===== src/rtl/mips_pipe_pkg.sv =====
// Shared definitions for the 5-stage MIPS pipeline control blocks.
//   - state_t   : hazard controller FSM encoding (RUN=0, SQUASH=1)
//   - REG_IDX_W : register-index width
//   - ZERO_REG  : index of the hard-wired zero register
package mips_pipe_pkg;

    localparam int unsigned REG_IDX_W = 5;

    localparam logic [REG_IDX_W-1:0] ZERO_REG = '0;

    typedef enum logic {
        ST_RUN    = 1'b0,
        ST_SQUASH = 1'b1
    } state_t;

endpackage : mips_pipe_pkg


===== src/rtl/hazard_perf_cnt.sv =====
// Saturating performance counter with increment enable.
//   clk, reset : clock, asynchronous active-high reset
//   inc        : count this cycle
//   count      : current value, sticks at all-ones
module hazard_perf_cnt #(
    parameter int unsigned CNT_W = 32
) (
    input  logic             clk,
    input  logic             reset,
    input  logic             inc,
    output logic [CNT_W-1:0] count
);

    always_ff @(posedge clk or posedge reset) begin
        if (reset) begin
            count <= '0;
        end else if (inc && (count != '1)) begin
            count <= count + CNT_W'(1);
        end
    end

endmodule : hazard_perf_cnt


===== src/rtl/hazard_ctrl.sv =====
// Pipeline hazard controller: load-use bubbles, memory-busy freeze and
// branch/jump redirect with a post-redirect IF/ID squash window.
// Optional feature macro: HAZARD_PERF_CNT_EN builds the performance counters;
// without it the cnt_* outputs are tied to zero.
// Ports:
//   clk, reset            : clock, asynchronous active-high reset
//   id_rs, id_rt          : source fields of the instruction in ID
//   id_uses_rt            : ID instruction reads rt
//   ex_MemRead, ex_rt     : load indication and destination of the EX instruction
//   ex_redirect           : taken branch / jump resolved in EX
//   mem_busy              : data memory not ready, freeze front end
//   pc_write, if_id_write : front-end load enables (combinational)
//   if_id_flush           : IF/ID clear (combinational)
//   id_ex_stall/flush     : ID/EX controls (combinational)
//   busy_squash           : in the squash window
//   cnt_load_use/redirect/freeze : saturating event counters
module hazard_ctrl
    import mips_pipe_pkg::*;
#(
    parameter int unsigned EXTRA_SQUASH = 0,
    parameter int unsigned CNT_W        = 32
) (
    input  logic                 clk,
    input  logic                 reset,
    input  logic [REG_IDX_W-1:0] id_rs,
    input  logic [REG_IDX_W-1:0] id_rt,
    input  logic                 id_uses_rt,
    input  logic                 ex_MemRead,
    input  logic [REG_IDX_W-1:0] ex_rt,
    input  logic                 ex_redirect,
    input  logic                 mem_busy,
    output logic                 pc_write,
    output logic                 if_id_write,
    output logic                 if_id_flush,
    output logic                 id_ex_stall,
    output logic                 id_ex_flush,
    output logic                 busy_squash,
    output logic [CNT_W-1:0]     cnt_load_use,
    output logic [CNT_W-1:0]     cnt_redirect,
    output logic [CNT_W-1:0]     cnt_freeze
);

    localparam logic [2:0] SQ_RELOAD = 3'(EXTRA_SQUASH);

    state_t     state_q, state_d;
    logic [2:0] sq_cnt_q, sq_cnt_d;
    logic       load_use;

    // Register 0 is never a real dependency.
    assign load_use = ex_MemRead && (ex_rt != ZERO_REG) &&
                      ((ex_rt == id_rs) || (id_uses_rt && (ex_rt == id_rt)));

    // State register.
    always_ff @(posedge clk or posedge reset) begin
        if (reset) begin
            state_q  <= ST_RUN;
            sq_cnt_q <= '0;
        end else begin
            state_q  <= state_d;
            sq_cnt_q <= sq_cnt_d;
        end
    end

    // Next state and prioritised control outputs.
    always_comb begin
        state_d     = state_q;
        sq_cnt_d    = sq_cnt_q;
        pc_write    = 1'b1;
        if_id_write = 1'b1;
        if_id_flush = 1'b0;
        id_ex_stall = 1'b0;
        id_ex_flush = 1'b0;
        busy_squash = (state_q == ST_SQUASH);

        if (reset) begin
            pc_write    = 1'b0;
            if_id_write = 1'b0;
            if_id_flush = 1'b1;
            id_ex_flush = 1'b1;
            busy_squash = 1'b0;
        end else if (mem_busy) begin
            // EX inputs are held by the stalled ID/EX, so pending events
            // are simply re-evaluated once the freeze lifts.
            pc_write    = 1'b0;
            if_id_write = 1'b0;
            id_ex_stall = 1'b1;
        end else if (ex_redirect) begin
            if_id_flush = 1'b1;
            id_ex_flush = 1'b1;
            if (EXTRA_SQUASH > 0) begin
                state_d  = ST_SQUASH;
                sq_cnt_d = SQ_RELOAD;
            end else begin
                state_d  = ST_RUN;
                sq_cnt_d = '0;
            end
        end else if (load_use) begin
            // Bubble; squash window, if any, pauses for this cycle.
            pc_write    = 1'b0;
            if_id_write = 1'b0;
            id_ex_flush = 1'b1;
        end else if (state_q == ST_SQUASH) begin
            if_id_flush = 1'b1;
            sq_cnt_d    = sq_cnt_q - 3'd1;
            if (sq_cnt_q <= 3'd1) begin
                state_d  = ST_RUN;
                sq_cnt_d = '0;
            end
        end
    end

`ifdef HAZARD_PERF_CNT_EN
    logic inc_freeze, inc_redirect, inc_load_use;

    assign inc_freeze   = !reset && mem_busy;
    assign inc_redirect = !reset && !mem_busy && ex_redirect;
    assign inc_load_use = !reset && !mem_busy && !ex_redirect && load_use;

    hazard_perf_cnt #(.CNT_W(CNT_W)) u_cnt_load_use (
        .clk(clk), .reset(reset), .inc(inc_load_use), .count(cnt_load_use)
    );
    hazard_perf_cnt #(.CNT_W(CNT_W)) u_cnt_redirect (
        .clk(clk), .reset(reset), .inc(inc_redirect), .count(cnt_redirect)
    );
    hazard_perf_cnt #(.CNT_W(CNT_W)) u_cnt_freeze (
        .clk(clk), .reset(reset), .inc(inc_freeze), .count(cnt_freeze)
    );
`else
    assign cnt_load_use = '0;
    assign cnt_redirect = '0;
    assign cnt_freeze   = '0;
`endif

endmodule : hazard_ctrl


===== config.mk =====
export PLATFORM = sky130hd
export DESIGN_NAME = hazard_ctrl
export DESIGN_NICKNAME = d
export VERILOG_FILES = /design/src/rtl/mips_pipe_pkg.sv /design/src/rtl/hazard_perf_cnt.sv /design/src/rtl/hazard_ctrl.sv
export SDC_FILE = /design/constraint.sdc
export NUM_CORES = 1
export LEC_CHECK = 0
export ABC_AREA = 1
export BUFFER_PORTS_ARGS = -buffer_cell sky130_fd_sc_hd__buf_2
export CORE_UTILIZATION = 23
export CTS_CLUSTER_DIAMETER = 200
export DETAILED_ROUTE_END_ITERATION = 8
export PLACE_DENSITY_LB_ADDON = 0.3
export RECOVER_POWER = 25
export SLEW_MARGIN = 20
export SYNTH_ARGS = -nofsm -noshare
export SYNTH_HDL_FRONTEND = slang
export SYNTH_SLANG_ARGS = --single-unit

===== constraint.sdc =====
create_clock -name clk -period 1.8 [get_ports clk]
set_clock_uncertainty 0.2 [all_clocks]
set_input_delay 0.18 -clock clk [delete_from_list [all_inputs] [get_ports clk]]
set_output_delay 0.18 -clock clk [all_outputs]
set_load 0.01 [all_outputs]

==> results.json <==
{
  "outcome": "finished clean",
  "worst_ep_required_time_ns": 1.69,
  "start_util_pct": 24.1,
  "cp_max_fo": 8,
  "buffer_ports.inserted": 26,
  "grt_max_degree": 11,
  "p_per_area_mw_per_mm2": 403,
  "grtUsageTotal_pct": 5.28,
  "crit_type": "input port to flip-flop",
  "start_kind": "input port",
  "ant_nets": 0,
  "core-area_mm2": 0.00514,
  "clock_sinks": 4,
  "antenna_found_initial": 0,
  "setup_slack_ns": 0.135,
  "final_nets": 245,
  "placed_cells": 285,
  "diodes": 0,
  "grt_pass1_wl_um": 2190,
  "drc": 0,
  "numCtsBuffers": 3,
  "dieArea_mm2": 0.00568,
  "initialDrtViolationCount": 18,
  "io_pins": 123,
  "tritoncts": "yes",
  "netlist_instances": 191,
  "clock_path_buffers": 2,
  "syn2layout_area_growth_pct": -7.68,
  "hold_class": "input port to flip-flop",
  "worstSkewPairLatency_ns": 0.21,
  "tns_ns": 0,
  "power_leakage_nw": 0.773,
  "max_cap_viol_count": 0,
  "stdcell_area_mm2": 0.00114,
  "avgRoutedWirePerCell_um": 6.14,
  "total_power_w": 0.000461,
  "finalSetupViolCount": 0,
  "via_per_inst": 2.92,
  "synth_warnings": 0,
  "hold_violations": 0,
  "die_h_um": 75.4,
  "vias": 848,
  "std_cell_rows": 26,
  "drv_slew": 0,
  "endpoint_kind": "flip-flop",
  "netlist-cell-type-count": 17,
  "dr.pass1.iters": 4,
  "h-tree-depth": 1,
  "root_buffer": "clkbuf_8",
  "synthesis.area_mm2": 0.00124,
  "ys_seq_area_share_pct": 8.08,
  "gp_congestion": 0.704,
  "drive_above_1_share_pct": 16.4,
  "fmax_ghz": 0.600,
  "fill_cells": 607,
  "grt_pass1_vias": 545,
  "grt_setup_unrepaired": "no",
  "final_cell_count_no_fill": 290,
  "finalWirelength_um": 1780,
  "critPathArrivalTime_ns": 1.56,
  "synth.avg_cell_area_um2": 6.49,
  "grt_overflow": 0,
  "hpwl_um": 1580,
  "synth_seq_cells": 4,
  "clk_pin_slew_worst_paths_ns": 0.03,
  "ir_drop_uv": 126,
  "place_ws_ns": 0.233,
  "fin_crit_ns": 1.67,
  "timing.final.crit_share_pct": 92.5,
  "die_w_um": 75.4,
  "placed_area_mm2": 0.00108
}
[where the power goes]
group | switching [W] | total [W] | internal [W]
registers | 0.0000000000128 | 0.0000906 | 0.0000906
logic | 0.000146 | 0.000187 | 0.0000409
clock network | 0.0000417 | 0.000184 | 0.000142
[path summary, 6_finish.rpt]
kind	from	endpoint	slack, ns	cells after the start
setup / recovery	reset	sq_cnt_q[2]$_DFFE_PP0P_	0.13	7
hold / removal	mem_busy	state_q$_DFFE_PP0P_	0.16	3
setup reg to reg	sq_cnt_q[1]$_DFFE_PP0P_	sq_cnt_q[2]$_DFFE_PP0P_	0.21	7
hold reg to reg	sq_cnt_q[1]$_DFFE_PP0P_	sq_cnt_q[1]$_DFFE_PP0P_	0.28	2
max in group asynchronous	reset	sq_cnt_q[2]$_DFFE_PP0P_	0.67	4
min in group asynchronous	reset	state_q$_DFFE_PP0P_	0.45	4
[timing repair]
action	in CTS	in global routing
setup buffers	0	1
endpoints found under the setup margin	0	1
resized for setup	0	1
hold endpoints to repair	4	0
hold buffers	1	0
[registers in the layout, indices dropped and copies added, names as in the netlist]
signal,cells
state_q,1
sq_cnt_q,3
[cell families (layout without fill, tap and decap cells)]
| kind of cell | Yosys count | in the layout | synth area share [%] |
|---|---|---|---|
| adder cells (fa/ha/maj) | 2 | 2 | 2.02 |
| AO/OA/AOI/OAI | 7 | 7 | 2.93 |
| buffers and inverters | 119 | 53 | 65.5 |
| XOR/XNOR | 2 | 2 | 1.41 |
| other | 1 | 96 | 0.303 |
| AND/OR/NAND/NOR | 56 | 56 | 19.8 |
| flip-flops | 4 | 4 | 8.08 |
[synth_stat cells, drive strengths merged]
library cell	count	area, um2
buf	97	728
nand4	4	25.0
xnor2	2	17.5
nor2	12	45.0
o21ai	3	15.0
nand3	4	37.5
a21oi	3	15.0
nand2	36	138
conb	1	3.75
ha	2	25.0
inv	22	82.6
a31oi	1	6.26
dfrtp	4	100
[metrics by stage]
| step | hold WS, ns | utilization (%) |
|---|---|---|
| CTS | 0.152 | 22.1 |
| global placement | -0.0302 | 21.1 |
| global route | 0.179 | 22.2 |
| finish | 0.163 | 22.2 |
| floorplan | -0.199 | - |
| detailed placement | -0.0292 | 21.1 |
[cell type report]
type	instances	area [um2]	area share [%]
Sequential cell	4	100	8.75
Timing Repair Buffer	28	144	12.6
Inverter	22	86.3	7.55
Clock buffer	3	41.3	3.61
Multi-Input combinational cell	163	684	59.8
Tap cell	70	87.6	7.66
[cell usage in the layout, fill, tap and decap left out, drive strengths merged]
cell type and count:
nand3 4, clkbuf 4, nor2 12, o21ai 3, clkinvlp 1, inv 21
buf 26, a31oi 1, xnor2 2, dlygate4sd3 1, ha 2, nand4 4
a21oi 3, nand2 36, dfrtp 4, conb 96
[critical path, cell delays in order]
cell and delay [ns]:
dlygate4sd3_1 0.54, buf_2 0.15, clkinvlp_4 0.08, clkbuf_1 0.33
nand3_2 0.15, nand2_1 0.08, nand2_1 0.05
[routing by layer]
| metal | routed length, um | track usage, % | vias to the layer above |
|---|---|---|---|
| met5 | 0 | 0 | - |
| met4 | 19 | 3.70 | 0 |
| met3 | 144 | 1.06 | 2 |
| met2 | 942 | 9.72 | 59 |
| met1 | 674 | 5.33 | 351 |
| li1 | - | - | 436 |
(Power assumes the default switching activity.)
